===== src/rtl/tiny_nn_seq_if.sv =====
// Word type and host-side handshake bundle (command, data, result) for the tiny_nn_seq sequencer.
package tiny_nn_seq_pkg;
   typedef logic [15:0] fp_t;
endpackage

interface tiny_nn_seq_if;
   import tiny_nn_seq_pkg::*;

   logic       cmd_valid_i;
   logic       cmd_ready_o;
   logic [1:0] cmd_op_i;
   logic       data_valid_i;
   logic       data_ready_o;
   fp_t        data_i;
   logic       res_valid_o;
   logic       res_ready_i;
   fp_t        res_o;

   modport slave (
      input  cmd_valid_i, cmd_op_i, data_valid_i, data_i, res_ready_i,
      output cmd_ready_o, data_ready_o, res_valid_o, res_o
   );

   modport master (
      output cmd_valid_i, cmd_op_i, data_valid_i, data_i, res_ready_i,
      input  cmd_ready_o, data_ready_o, res_valid_o, res_o
   );
endinterface


===== src/rtl/tiny_nn_seq.sv =====
// Sequencer driving a 4x2 multiply/accumulate core: loads params/values, runs a dot product.
// Strobes appear one cycle after each accepted word; result valid 7 cycles after COMPUTE, held until res_ready_i.
module tiny_nn_seq
   import tiny_nn_seq_pkg::*;
#(
   parameter int ValArrayWidth  = 4,
   parameter int ValArrayHeight = 2
) (
   input  logic                clk_i,
   input  logic                rst_ni,
   tiny_nn_seq_if.slave        bus,
   output logic                busy_o,
   output fp_t                 core_val_o,
   output logic [1:0]          core_val_shift_o,
   output fp_t                 core_param_o,
   output logic [7:0]          core_param_write_o,
   output logic                core_mul_row_sel_o,
   output logic                core_mul_en_o,
   output logic                core_accumulate_en_o,
   input  fp_t                 core_accumulate_i
);

   if (ValArrayWidth != 4) begin : g_bad_width
      $error("tiny_nn_seq: ValArrayWidth must be 4");
   end
   if (ValArrayHeight != 2) begin : g_bad_height
      $error("tiny_nn_seq: ValArrayHeight must be 2");
   end

   typedef enum logic [2:0] {
      S_IDLE, S_LOAD_PARAM, S_LOAD_VAL, S_MUL, S_ACC, S_RESULT
   } state_e;

   state_e     state_q, state_d;
   logic [2:0] cnt_q, cnt_d;
   fp_t        res_q, res_d;
   logic       res_vld_q, res_vld_d;
   fp_t        val_q, val_d;
   fp_t        param_q, param_d;
   logic [1:0] shift_q, shift_d;
   logic [7:0] write_q, write_d;
   logic       row_sel_q, row_sel_d;
   logic       mul_en_q, mul_en_d;
   logic       acc_en_q, acc_en_d;
   logic       cmd_fire, data_fire;

   assign bus.cmd_ready_o  = rst_ni && (state_q == S_IDLE);
   assign bus.data_ready_o = rst_ni && ((state_q == S_LOAD_PARAM) || (state_q == S_LOAD_VAL));
   assign cmd_fire         = bus.cmd_valid_i && bus.cmd_ready_o;
   assign data_fire        = bus.data_valid_i && bus.data_ready_o;

   always_comb begin
      state_d   = state_q;
      cnt_d     = cnt_q;
      res_d     = res_q;
      res_vld_d = res_vld_q;
      val_d     = val_q;
      param_d   = param_q;
      shift_d   = 2'b00;
      write_d   = 8'h00;
      row_sel_d = row_sel_q;
      mul_en_d  = 1'b0;
      acc_en_d  = 1'b0;
      unique case (state_q)
         S_IDLE: begin
            if (cmd_fire) begin
               cnt_d = 3'd0;
               unique case (bus.cmd_op_i)
                  2'b00: state_d = S_LOAD_PARAM;
                  2'b01: state_d = S_LOAD_VAL;
                  2'b10: begin
                     state_d   = S_MUL;
                     mul_en_d  = 1'b1;
                     row_sel_d = 1'b0;
                  end
                  default: state_d = S_IDLE;
               endcase
            end
         end
         S_LOAD_PARAM: begin
            if (data_fire) begin
               param_d = bus.data_i;
               write_d = 8'h01 << cnt_q;
               cnt_d   = cnt_q + 3'd1;
               if (cnt_q == 3'd7) state_d = S_IDLE;
            end
         end
         S_LOAD_VAL: begin
            if (data_fire) begin
               val_d   = bus.data_i;
               // First four words fill row 0, the rest row 1.
               shift_d = cnt_q[2] ? 2'b10 : 2'b01;
               cnt_d   = cnt_q + 3'd1;
               if (cnt_q == 3'd7) state_d = S_IDLE;
            end
         end
         S_MUL: begin
            if (cnt_q == 3'd0) begin
               mul_en_d  = 1'b1;
               row_sel_d = 1'b1;
               cnt_d     = 3'd1;
            end else begin
               acc_en_d = 1'b1;
               cnt_d    = 3'd0;
               state_d  = S_ACC;
            end
         end
         S_ACC: begin
            cnt_d = cnt_q + 3'd1;
            if (cnt_q < 3'd2) acc_en_d = 1'b1;
            // One idle cycle after the last accumulate lets the core output settle.
            if (cnt_q == 3'd3) begin
               res_d     = core_accumulate_i;
               res_vld_d = 1'b1;
               state_d   = S_RESULT;
            end
         end
         S_RESULT: begin
            if (bus.res_ready_i) begin
               res_vld_d = 1'b0;
               state_d   = S_IDLE;
            end
         end
         default: state_d = S_IDLE;
      endcase
   end

   always_ff @(posedge clk_i) begin
      if (!rst_ni) begin
         state_q   <= S_IDLE;
         cnt_q     <= 3'd0;
         res_q     <= '0;
         res_vld_q <= 1'b0;
         val_q     <= '0;
         param_q   <= '0;
         shift_q   <= 2'b00;
         write_q   <= 8'h00;
         row_sel_q <= 1'b0;
         mul_en_q  <= 1'b0;
         acc_en_q  <= 1'b0;
      end else begin
         state_q   <= state_d;
         cnt_q     <= cnt_d;
         res_q     <= res_d;
         res_vld_q <= res_vld_d;
         val_q     <= val_d;
         param_q   <= param_d;
         shift_q   <= shift_d;
         write_q   <= write_d;
         row_sel_q <= row_sel_d;
         mul_en_q  <= mul_en_d;
         acc_en_q  <= acc_en_d;
      end
   end

   assign busy_o               = (state_q != S_IDLE);
   assign bus.res_o            = res_q;
   assign bus.res_valid_o      = res_vld_q;
   assign core_val_o           = val_q;
   assign core_val_shift_o     = shift_q;
   assign core_param_o         = param_q;
   assign core_param_write_o   = write_q;
   assign core_mul_row_sel_o   = row_sel_q;
   assign core_mul_en_o        = mul_en_q;
   assign core_accumulate_en_o = acc_en_q;

endmodule


===== src/flat_wrapper.sv =====
// flat-port wrapper written by rule: the top's interface ports become plain ports
module tiny_nn_seq_flat import tiny_nn_seq_pkg::*;
#(
   parameter int ValArrayWidth  = 4,
   parameter int ValArrayHeight = 2
)
  (clk_i, rst_ni, busy_o, core_val_o, core_val_shift_o, core_param_o, core_param_write_o, core_mul_row_sel_o, core_mul_en_o, core_accumulate_en_o, core_accumulate_i, bus_cmd_valid_i, bus_cmd_op_i, bus_data_valid_i, bus_data_i, bus_res_ready_i, bus_cmd_ready_o, bus_data_ready_o, bus_res_valid_o, bus_res_o);
  tiny_nn_seq_if bus_i ();
  input  logic clk_i;
  input  logic rst_ni;
  output logic busy_o;
  output fp_t core_val_o;
  output logic [1:0] core_val_shift_o;
  output fp_t core_param_o;
  output logic [7:0] core_param_write_o;
  output logic core_mul_row_sel_o;
  output logic core_mul_en_o;
  output logic core_accumulate_en_o;
  input  fp_t core_accumulate_i;
  input wire logic [$bits(bus_i.cmd_valid_i)-1:0] bus_cmd_valid_i;
  input wire logic [$bits(bus_i.cmd_op_i)-1:0] bus_cmd_op_i;
  input wire logic [$bits(bus_i.data_valid_i)-1:0] bus_data_valid_i;
  input wire logic [$bits(bus_i.data_i)-1:0] bus_data_i;
  input wire logic [$bits(bus_i.res_ready_i)-1:0] bus_res_ready_i;
  output wire logic [$bits(bus_i.cmd_ready_o)-1:0] bus_cmd_ready_o;
  output wire logic [$bits(bus_i.data_ready_o)-1:0] bus_data_ready_o;
  output wire logic [$bits(bus_i.res_valid_o)-1:0] bus_res_valid_o;
  output wire logic [$bits(bus_i.res_o)-1:0] bus_res_o;
  assign bus_i.cmd_valid_i = bus_cmd_valid_i;
  assign bus_i.cmd_op_i = bus_cmd_op_i;
  assign bus_i.data_valid_i = bus_data_valid_i;
  assign bus_i.data_i = bus_data_i;
  assign bus_i.res_ready_i = bus_res_ready_i;
  assign bus_cmd_ready_o = bus_i.cmd_ready_o;
  assign bus_data_ready_o = bus_i.data_ready_o;
  assign bus_res_valid_o = bus_i.res_valid_o;
  assign bus_res_o = bus_i.res_o;
  tiny_nn_seq #(.ValArrayWidth(ValArrayWidth), .ValArrayHeight(ValArrayHeight)) u_core (.clk_i(clk_i), .rst_ni(rst_ni), .bus(bus_i), .busy_o(busy_o), .core_val_o(core_val_o), .core_val_shift_o(core_val_shift_o), .core_param_o(core_param_o), .core_param_write_o(core_param_write_o), .core_mul_row_sel_o(core_mul_row_sel_o), .core_mul_en_o(core_mul_en_o), .core_accumulate_en_o(core_accumulate_en_o), .core_accumulate_i(core_accumulate_i));
endmodule

===== config.mk =====
export PLATFORM = sky130hd
export DESIGN_NAME = tiny_nn_seq_flat
export DESIGN_NICKNAME = d
export VERILOG_FILES = /design/src/rtl/tiny_nn_seq_if.sv /design/src/rtl/tiny_nn_seq.sv /design/src/flat_wrapper.sv
export SDC_FILE = /design/constraint.sdc
export NUM_CORES = 1
export LEC_CHECK = 0
export CAP_MARGIN = 5
export CELL_PAD_IN_SITES_DETAIL_PLACEMENT = 1
export CELL_PAD_IN_SITES_GLOBAL_PLACEMENT = 1
export CORE_AREA = 2 2 94 96
export CTS_CLUSTER_SIZE = 24
export DETAILED_ROUTE_END_ITERATION = 12
export DIE_AREA = 0 0 96 98
export PLACE_DENSITY_LB_ADDON = 0.1
export REMOVE_ABC_BUFFERS = 1
export SLEW_MARGIN = 20
export SYNTH_ARGS = -nofsm -noshare
export SYNTH_HDL_FRONTEND = slang
export SYNTH_SLANG_ARGS = --single-unit

===== constraint.sdc =====
create_clock -name clk_i -period 3.3 [get_ports clk_i]
set_input_delay 0.99 -clock clk_i [delete_from_list [all_inputs] [get_ports clk_i]]
set_output_delay 0.99 -clock clk_i [all_outputs]
set_load 0.05 [all_outputs]

# Word-level counts from Yosys, hierarchy flattened
# Cells that the tools add are included.
totals:
  word_cells: 80
  ff_bits: 68
  output_inout_bits: 65
  inputBits: 39
op_classes:
  n_eq_ne: 17
  n_shift: 1
  n_lt_le_gt_ge: 1
  mux: 27
  n_addsub: 1
  reduce_logical: 22
op_table:
  columns: ["operator", "count"]
  rows:
  - ["3-bit 2-to-1 mux", 8]
  - ["3-bit one-hot mux with 5 select lines", 1]
  - ["3-bit one-hot mux with 4 select lines", 1]
  - ["3-bit AND reduction", 4]
  - ["1-bit 2-to-1 mux", 11]
  - ["2-bit by 1-bit != test with 1-bit output, second input constant", 5]
  - ["3-bit by 2-bit == test with 1-bit output, second input constant", 3]
  - ["3-bit == test, second input constant", 3]
  - ["1-bit one-hot mux with 2 select lines", 4]
  - ["1-bit by 3-bit << shifter with 8-bit output, first input constant", 1]
  - ["3-bit logical NOT", 2]
  - ["2-bit != test, second input constant", 3]
  - ["2-bit one-hot mux with 3 select lines", 1]
  - ["2-bit AND reduction", 3]
  - ["6-bit AND reduction", 1]
  - ["1-bit logical AND", 4]
  - ["4-bit AND reduction", 1]
  - ["2-bit nonzero test", 2]
  - ["4-bit nonzero test", 1]
  - ["3-bit by 1-bit adder with 3-bit output, second input constant", 1]
  - ["3-bit by 1-bit == test with 1-bit output, second input constant", 1]
  - ["3-bit by 2-bit < comparator with 1-bit output, second input constant", 1]
  - ["3-bit nonzero test", 1]
  - ["2-bit by 1-bit == test with 1-bit output, second input constant", 1]
  - ["5 further kinds", 5]

# Longest topological paths before layout
# Gate-level depths: netlist (run 1).
logic_depth:
  ltp_word: 6
  ltp_mapped: 7
  ltp_nobuf: 6

# Worst setup path before layout (run 1)
# OpenSTA, ideal clock, no wires.
synth_path:
  path_type: "input-to-output"
  from: "in rst_ni"
  to: "out bus_cmd_ready_o"
  stages: 3
  n_path_buf: 2
  arrival_ns: 1.933
  slack_ns: 0.377
  required_ns: 2.310
  cell_sequence: "clkbuf_1 clkbuf_1 and2_1"
synth_via:
  elab_chain_len: 1
synth_lines:
  columns: ["item", "line", "text"]
  rows:
  - ["start, declared", "flat_wrapper.sv:10", "input logic rst_ni;"]
  - ["1-bit logical AND", "tiny_nn_seq.sv:47", "assign bus.cmd_ready_o = rst_ni && (state_q == S_IDLE);"]
  - ["end, declared", "flat_wrapper.sv:25", "output wire logic [$bits(bus_i.cmd_ready_o)-1:0] bus_cmd_ready_o;"]
# Every way passes these cells.

# Worst setup path in the final report (run 1)
layout_path:
  from: "reg u_core.state_q[2]"
  to: "out busy_o"
layout_via:
  elab_chain_len: 1
layout_lines:
  columns: ["item", "line", "text"]
  rows:
  - ["start, declared", "tiny_nn_seq.sv:34", "state_e state_q, state_d;"]
  - ["start signal, assigned", "tiny_nn_seq.sv:142", "state_q <= state_d;"]
  - ["3-bit nonzero test", "tiny_nn_seq.sv:156", "assign busy_o = (state_q != S_IDLE);"]
  - ["end, declared", "flat_wrapper.sv:11", "output logic busy_o;"]
# Every way passes these cells.

==> flow_metrics.py, run 1 <==
metrics = {
    "status": {
        "outcome": "completed",
    },
    "clock_tree": {
        "root_buffer": "clkbuf_8",
        "ctsHoldBuffers": 0,
        "insertion_delay_ns": 0.34,
        "clock_sinks": 68,
        "max-clock-path-buffers": 2,
        "cts-htree-levels": 3,
        "cts_setup_buffers": 0,
        "cts_buffers": 9,
        "cts_tree": "built",
        "path_clk_slew_ns": 0.07,
        "cts_repair_resize_count": 0,
    },
    "worst_setup_path": {
        "worstSetupEndpointType": "primary output",
        "crit_fanout": 4,
        "path_class": "reg -> out",
        "crit_path_start_kind": "flop",
        "arrival_ns": 1.82,
        "critPathRequiredTime_ns": 2.31,
    },
    "sta": {
        "period_share_pct": 85.1,
        "hold_violations": 0,
        "fin_crit_ns": 2.81,
        "fin_skew_ns": 0.00710,
        "tightest_slew_ns": 0.670,
        "drv_slew": 0,
        "rsz0062_at_grt": "false",
        "setup_viol": 0,
        "fmax_mhz": 356,
        "setup_tns_ns": 0,
        "worst_slack_ns": 0.491,
        "slew_headroom_pct": 55.3,
    },
    "die": {
        "core_um2": 8470,
        "start_util_pct": 34.0,
        "die_h_um": 98,
        "pin_count": 104,
        "die_x_um": 96,
        "fp-row-count": 34,
        "die_area_um2": 9410,
    },
    "placement": {
        "dp_hpwl_mm": 5.32,
        "port_buffers": 103,
        "place.gp.congestion": 0.754,
        "place_ws_ns": 0.527,
    },
    "detailed_routing": {
        "first_pass_iters": 6,
        "vias": 2504,
        "drc": 0,
        "ant_nets": 0,
        "viasPerCell": 4.69,
        "detail_route.iter0.violations": 67,
        "drt_wl_total_mm": 7.60,
        "wire_per_inst_um": 14.2,
    },
    "global_route": {
        "antenna_found_initial": 0,
        "grt_pass1_wl_mm": 12.3,
        "first_global_vias": 2536,
        "grt_overflow_total": 0,
        "grt_use_total_pct": 16.8,
        "grt_max_degree": 46,
    },
    "power": {
        "seq_power_share_pct": 45.0,
        "p_clk_share_pct": 40.4,
        "vdd_drop_max_mv": 0.272,
        "pwr-share-comb_pct": 14.6,
        "power-per-cell-area_nw_per_um2": 449,
        "p_leak_nw": 1.51,
        "total_power_mw": 1.87,
        "internal_power_mw": 1.40,
        "netSwitchingFraction_pct": 25.1,
        "p_sw_mw": 0.470,
    },
    "synth": {
        "synth_top_area_cell": "dfxtp_1",
        "synth.area.top_cells": "dfxtp_1 (47%), nand2_1 (14%), a21boi_1 (7.8%)",
        "avgSynthCellArea_um2": 8.89,
        "yosysMostFrequentCell": "nand2_1",
        "synth_top_area_share_pct": 47.3,
        "synth_ff_type": "dfxtp_1",
        "synth_cell_type_count": 44,
        "ys_seq_elements": 68,
        "synth-async-reset-ratio_pct": 0,
        "synth_cells": 324,
        "syn_area_um2": 2880,
        "ys_top_cells_by_count": "nand2_1 (105), dfxtp_1 (68), a21boi_1 (30)",
        "ys_seq_area_share_pct": 47.3,
        "synth_edf_count": 0,
        "synth_warnings": 0,
    },
    "finish": {
        "drive_above_1_share_pct": 8.45,
        "nNetsFinal": 468,
        "n_fill_cell": 995,
        "antenna_cells": 0,
        "areaGrowthSynthToFinish_pct": 44.9,
    },
    "flow_run": {
        "max_cap_viol_count": 0,
    },
    "hold_path": {
        "worstHoldPathType": "reg -> reg",
    },
}
==> final cells by class <==
class | count | area (um^2) | area share (%)
Inverter | 7 | 26.3 | 0.629
Clock inverter | 4 | 72.6 | 1.74
Multi-Input combinational cell | 226 | 1340 | 32.2
Sequential cell | 68 | 1360 | 32.6
Clock buffer | 12 | 145 | 3.48
Timing Repair Buffer | 109 | 1090 | 26.1
Tap cell | 108 | 135 | 3.24
==> power by group through the flow <==
stage,Combinational (mW),Sequential [mW],Clock [mW]
4_1_cts,0.276,0.843,0.780
2_1_floorplan,0.105,0.904,0
6_report,0.273,0.843,0.757
3_3_place_gp,0.272,0.862,0
3_5_place_dp,0.275,0.862,0
5_1_grt,0.296,0.845,0.813
==> metrics by stage <==
step | utilization [%] | hold WS (ns) | cells | area, um^2
3_5_place_dp | 46.7 | 0.448 | 518 | 3960
6_report | 49.3 | 0.455 | 534 | 4170
4_1_cts | 49.3 | 0.458 | 534 | 4170
2_1_floorplan | - | 0.477 | 301 | 2730
5_1_grt | 49.3 | 0.477 | 534 | 4170
3_3_place_gp | 46.7 | 0.440 | 518 | 3960
==> sequential cells by signal, summed over array words and instances (netlist names) <==
register / flops
u_core.core_val_shift_o: 2
u_core.state_q: 3
u_core.bus.res_valid_o: 1
u_core.bus.res_o: 16
u_core.core_mul_row_sel_o: 1
u_core.core_param_write_o: 8
u_core.core_val_o: 16
u_core.core_param_o: 16
u_core.core_accumulate_en_o: 1
u_core.core_mul_en_o: 1
u_core.cnt_q: 3
==> layer usage <==
metal / part of all wire [%] / GRT usage (%) / routed length [um] / vias up
met5: 0 / 0 / 0 / -
met4: 0.91 / 5.60 / 69 / 0
met3: 5.5 / 4.63 / 421 / 7
met2: 48 / 27.7 / 3620 / 66
met1: 46 / 21.0 / 3490 / 1172
li1: - / - / - / 1259
==> layout by cell type (no fill, tap or decap), drive strengths merged, types with 5 or more instances in the layout <==
master | netlist | final
nand2 | 105 | 105
clkdlybuf4s50 | 0 | 100
dfxtp | 68 | 68
a21boi | 51 | 51
clkbuf | 9 | 12
buf | 14 | 9
ha | 8 | 8
and3 | 8 | 8
inv | 7 | 7
nand3 | 6 | 6
and2 | 5 | 5
nor2 | 5 | 5
==> worst max-delay path, stage by stage (launching register included) <==
cell,delay (ns)
dfxtp_1,0.32
nor3_1,0.38
inv_1,0.07
clkdlybuf4s50_1,0.71
==> cells by family (layout without fill, tap and decap cells) <==
| logic type | after synthesis | in the layout | synth area share [%] |
|---|---|---|---|
| and+or+nand+nor | 143 | 143 | 22.4 |
| AOI/OAI and AO/OA | 71 | 71 | 19.4 |
| DFF | 68 | 68 | 47.3 |
| buffers and inverters | 30 | 132 | 6.12 |
| xor gates and xnor gates | 1 | 1 | 0.304 |
| adders and majority gates | 8 | 8 | 3.48 |
| muxes | 3 | 3 | 1.04 |
==> path summary, 6_finish.rpt <==
path / start / end / slack (ns) / cells past startpoint
worst min register to register: u_core.bus.res_o[6] / u_core.bus.res_o[6] / 0.45 / 2
worst min-delay path: u_core.bus.res_o[6] / u_core.bus.res_o[6] / 0.45 / 2
worst max-delay path: u_core.state_q[2] / busy_o / 0.49 / 3
worst max register to register: u_core.cnt_q[1] / u_core.state_q[0] / 1.38 / 6
Note: power is estimated with default switching activity, not from simulation.
==> run 2, diff against run 1 <==
- CELL_PAD_IN_SITES_DETAIL_PLACEMENT: 1 -> 0
- CELL_PAD_IN_SITES_GLOBAL_PLACEMENT: 1 -> 2
- CORE_AREA: 2 2 94 96 -> 2 2 107 109
- DIE_AREA: 0 0 96 98 -> 0 0 109 111
==> run 2 against run 1 <==
Against the previous run: fmax up 1.5%; flip-flop and latch count unchanged; clock power up 32%; clock skew down 0.0019 ns; sequential power about the same; register-to-register slack about the same; clock-buffer cell count down 1; die area up 29%; sequential share of layout area down 1.1 points; cell area up 3.5%; critical path type unchanged; highest routed layer unchanged.
==> flow_metrics.py, run 2 (synthesized netlist as in run 1, its figures left out) <==
metrics = {
    "status": {
        "outcome": "completed",
    },
    "global_route": {
        "antenna_found_initial": 0,
        "grt_max_degree": 30,
        "grt_pass1_wl_mm": 13.0,
        "grt_overflow_total": 0,
        "first_global_vias": 2471,
        "grt_use_total_pct": 14.0,
    },
    "power": {
        "vdd_drop_max_mv": 0.271,
        "p_sw_mw": 0.527,
        "netSwitchingFraction_pct": 24.9,
        "seq_power_share_pct": 39.9,
        "pwr-share-comb_pct": 12.9,
        "internal_power_mw": 1.59,
        "power-per-cell-area_nw_per_um2": 489,
        "total_power_mw": 2.11,
        "p_leak_nw": 1.56,
        "p_clk_share_pct": 47.1,
    },
    "detailed_routing": {
        "drt_wl_total_mm": 7.96,
        "viasPerCell": 4.29,
        "drc": 0,
        "detail_route.iter0.violations": 100,
        "vias": 2445,
        "ant_nets": 0,
        "first_pass_iters": 4,
        "wire_per_inst_um": 14.0,
    },
    "worst_setup_path": {
        "worstSetupEndpointType": "primary output",
        "cpMaxStageDelayCell": "clkdlybuf4s50_1",
        "arrival_ns": 1.78,
        "worst-r2r-cell-count": 5,
        "critPathRequiredTime_ns": 2.31,
        "crit_path_start_kind": "flop",
        "path_class": "reg -> out",
        "crit_fanout": 4,
        "crit_path_start": "u_core.state_q[2]",
        "reg2reg_slack_ns": 1.39,
        "slowest_delay_ns": 0.70,
        "reg2reg_to": "u_core.bus.res_o[4]",
        "reg2reg_from": "u_core.cnt_q[2]",
        "timing.critical_path.cells": "nor3_1, inv_1, clkdlybuf4s50_1",
    },
    "die": {
        "die_area_um2": 12100,
        "die_h_um": 111,
        "pin_count": 104,
        "core_um2": 11100,
        "start_util_pct": 26.0,
        "fp-row-count": 39,
        "die_x_um": 109,
    },
    "finish": {
        "antenna_cells": 0,
        "fin_cells": 570,
        "nNetsFinal": 469,
        "final_common_cell": "nand2_1",
        "fin_util_pct": 39.0,
        "n_fill_cell": 1162,
        "drive_above_1_share_pct": 9.13,
        "areaGrowthSynthToFinish_pct": 50.0,
        "final_cell_mix": "nand2_1 (105), clkdlybuf4s50_1 (100), dfxtp_1 (68)",
        "fin_area_um2": 4320,
    },
    "sta": {
        "holdWs_ns": 0.450,
        "fmax_mhz": 361,
        "tightest_slew_ns": 0.795,
        "setup_tns_ns": 0,
        "drv_slew": 0,
        "fin_crit_ns": 2.77,
        "fin_skew_ns": 0.00524,
        "hold_violations": 0,
        "slew_headroom_pct": 47.0,
        "worst_slack_ns": 0.531,
        "setup_viol": 0,
        "rsz0062_at_grt": "false",
        "period_share_pct": 83.9,
    },
    "clock_tree": {
        "max-clock-path-buffers": 2,
        "cts_setup_buffers": 0,
        "cts-htree-levels": 3,
        "clock_sinks": 68,
        "ctsHoldBuffers": 0,
        "cts_repair_resize_count": 0,
        "path_clk_slew_ns": 0.06,
        "cts_buffers": 9,
        "cts_tree": "built",
        "root_buffer": "clkbuf_16",
        "insertion_delay_ns": 0.33,
    },
    "placement": {
        "place.gp.congestion": 0.702,
        "place_ws_ns": 0.565,
        "dp_hpwl_mm": 5.35,
        "place_area_um2": 4010,
        "placed_cells": 554,
        "port_buffers": 103,
    },
    "hold_path": {
        "hold_start": "u_core.core_val_o[3]",
        "min_to": "u_core.core_val_o[3]",
        "worstHoldPathType": "reg -> reg",
        "min_path_cells": 2,
    },
    "flow_run": {
        "max_cap_viol_count": 0,
    },
}
[run 2: worst max path at each step]
| stage | end | depth (start not counted) | slack, ns |
|---|---|---|---|
| 6_report | busy_o | 3 | 0.53 |
| 2_1_floorplan | bus_cmd_ready_o | 1 | 0.91 |
| 4_1_cts | busy_o | 3 | 0.49 |
| 3_3_place_gp | u_core.core_param_o[15] | 5 | 0.60 |
| 5_1_grt | busy_o | 3 | 0.32 |
| 3_5_place_dp | u_core.core_param_o[0] | 5 | 0.57 |
[run 2: final cells by class]
class	instances	area [um^2]	area share [%]
sequential	68	1360	31.5
multi-input combinational	226	1340	31.1
timing repair buffer	110	1100	25.4
clock buffer	11	253	5.85
tap	143	179	4.14
clock inverter	5	58.8	1.36
inverter	7	26.3	0.608
[run 2: per-layer routing]
layer / global-route usage [%] / routed length, um / vias to the layer above
li1: - / - / 1261
met1: 18.2 / 3610 / 1127
met2: 22.7 / 3880 / 51
met3: 3.00 / 385 / 6
met4: 4.87 / 82 / 0
met5: 0 / 0 / -
[run 2: power by group through the flow]
stage	clock [mW]	sequential, mW	combinational [mW]
after floorplan	0	0.904	0.105
after global placement	0	0.862	0.277
after detailed placement	0	0.862	0.277
after CTS	1.03	0.844	0.278
after global routing	1.06	0.845	0.296
final	0.996	0.844	0.273
[run 2: worst max-delay path, delay by kind of cell, from the launching register on]
family / cells / cell delay (ns)
flops: 1 / 0.31
buf+inv: 2 / 0.78
simple gates: 1 / 0.37
==> run 3, diff against run 2 <==
- CORE_AREA: 2 2 107 109 -> 2 2 111 113
- DIE_AREA: 0 0 109 111 -> 0 0 113 115
- clock period: 3.3 -> 2.81 ns (I/O delays scaled with it)
==> run 3 against run 2 <==
Against the previous run: the flow now finishes with violations (design-rule violations); critical path depth unchanged; hold slack improved by 0.0015 ns; sequential power up 18%; routed wire length rose by 3.4%; setup slack worse by 0.096 ns; flip-flop and latch count unchanged; die area up 7.4%; non-clock buffer count grew 2; register-to-register slack got worse by 0.51 ns; largest cell class unchanged.
==> flow_metrics.py, run 3 (synthesized netlist as in run 1, its figures left out) <==
metrics = {
    "status": {
        "outcome": "finished with violations",
        "violations": "design-rule violations",
    },
    "sta": {
        "hold_violations": 0,
        "setup_tns_ns": 0,
        "setup_viol": 0,
        "fmax_mhz": 421,
        "slew_headroom_pct": 52.4,
        "holdWs_ns": 0.452,
        "fin_crit_ns": 2.37,
        "fin_skew_ns": 0.00803,
        "drv_slew": 0,
        "rsz0062_at_grt": "false",
        "tightest_slew_ns": 0.711,
        "worst_slack_ns": 0.435,
        "period_share_pct": 84.5,
    },
    "worst_setup_path": {
        "arrival_ns": 1.53,
        "crit_fanout": 8,
        "critPathRequiredTime_ns": 1.97,
        "path_class": "reg -> out",
        "crit_path_start_kind": "flop",
        "worstSetupEndpointType": "primary output",
    },
    "global_route": {
        "antenna_found_initial": 0,
        "first_global_vias": 2449,
        "grt_pass1_wl_mm": 13.3,
        "grt_use_total_pct": 13.3,
        "grt_overflow_total": 0,
        "grt_max_degree": 33,
    },
    "power": {
        "total_power_mw": 2.31,
        "power-per-cell-area_nw_per_um2": 540,
        "vdd_drop_max_mv": 0.375,
        "p_leak_nw": 1.54,
    },
    "clock_tree": {
        "cts_repair_resize_count": 0,
        "cts_buffers": 9,
        "ctsHoldBuffers": 0,
        "cts_tree": "built",
        "max-clock-path-buffers": 2,
        "clock_sinks": 68,
        "root_buffer": "clkbuf_16",
        "cts-htree-levels": 3,
        "path_clk_slew_ns": 0.05,
        "cts_setup_buffers": 0,
        "insertion_delay_ns": 0.33,
    },
    "placement": {
        "place_area_um2": 4030,
        "place.gp.congestion": 0.707,
        "dp_hpwl_mm": 5.76,
        "placed_cells": 560,
        "place_ws_ns": 0.259,
        "port_buffers": 103,
    },
    "finish": {
        "fin_area_um2": 4280,
        "areaGrowthSynthToFinish_pct": 48.5,
        "multiInputGateArea_um2": 1340,
        "n_fill_cell": 1233,
        "regArea_um2": 1360,
        "antenna_cells": 0,
        "final_common_cell": "nand2_1",
        "fin_util_pct": 36.2,
        "final_cell_mix": "nand2_1 (105), clkdlybuf4s50_1 (99), dfxtp_1 (68)",
        "drive_above_1_share_pct": 8.64,
        "fin_cells": 575,
        "nNetsFinal": 471,
    },
    "detailed_routing": {
        "vias": 2457,
        "drc": 6,
        "first_pass_iters": 9,
        "ant_nets": 0,
        "wire_per_inst_um": 14.3,
        "viasPerCell": 4.27,
        "drt_wl_total_mm": 8.22,
        "detail_route.iter0.violations": 104,
    },
    "die": {
        "die_h_um": 115,
        "die_area_um2": 13000,
        "start_util_pct": 24.4,
        "pin_count": 104,
        "fp-row-count": 40,
        "core_um2": 11800,
        "die_x_um": 113,
    },
    "hold_path": {
        "worstHoldPathType": "reg -> reg",
    },
    "flow_run": {
        "max_cap_viol_count": 0,
    },
}
-- run 3: layout make-up --
type	instances	share of cell area, %
Clock buffer	13	5.62
Inverter	7	0.614
Timing Repair Buffer	112	26.0
Tap cell	147	4.30
Clock inverter	2	0.292
Sequential cell	68	31.8
Multi-Input combinational cell	226	31.4
-- run 3: worst max-delay path, stage by stage (launching register included) --
cell and delay, ns:
dfxtp_1 0.41, nor3_1 0.41, and2_1 0.24, buf_12 0.15
-- run 3: where the power goes --
part | total, mW | internal (mW) | switching [mW]
Sequential | 0.997 | 0.982 | 0.0158
Clock | 0.995 | 0.591 | 0.403
Combinational | 0.317 | 0.145 | 0.172
-- run 3: routing by layer --
metal | wire length (um) | up-vias | track usage (%) | share of wire [%]
met4 | 85 | 0 | 4.63 | 1.0
met5 | 0 | - | 0 | 0
met2 | 4130 | 55 | 21.6 | 50
li1 | - | 1265 | - | -
met3 | 442 | 6 | 4.90 | 5.4
met1 | 3570 | 1131 | 16.4 | 43
-- run 3: final timing paths --
check	from	to	slack, ns	cells after the start
max	u_core.state_q[0]	bus_cmd_ready_o	0.44	3
min	u_core.bus.res_o[14]	u_core.bus.res_o[14]	0.45	2
max reg2reg	u_core.cnt_q[0]	u_core.bus.res_o[9]	0.88	5
min reg2reg	u_core.bus.res_o[14]	u_core.bus.res_o[14]	0.45	2
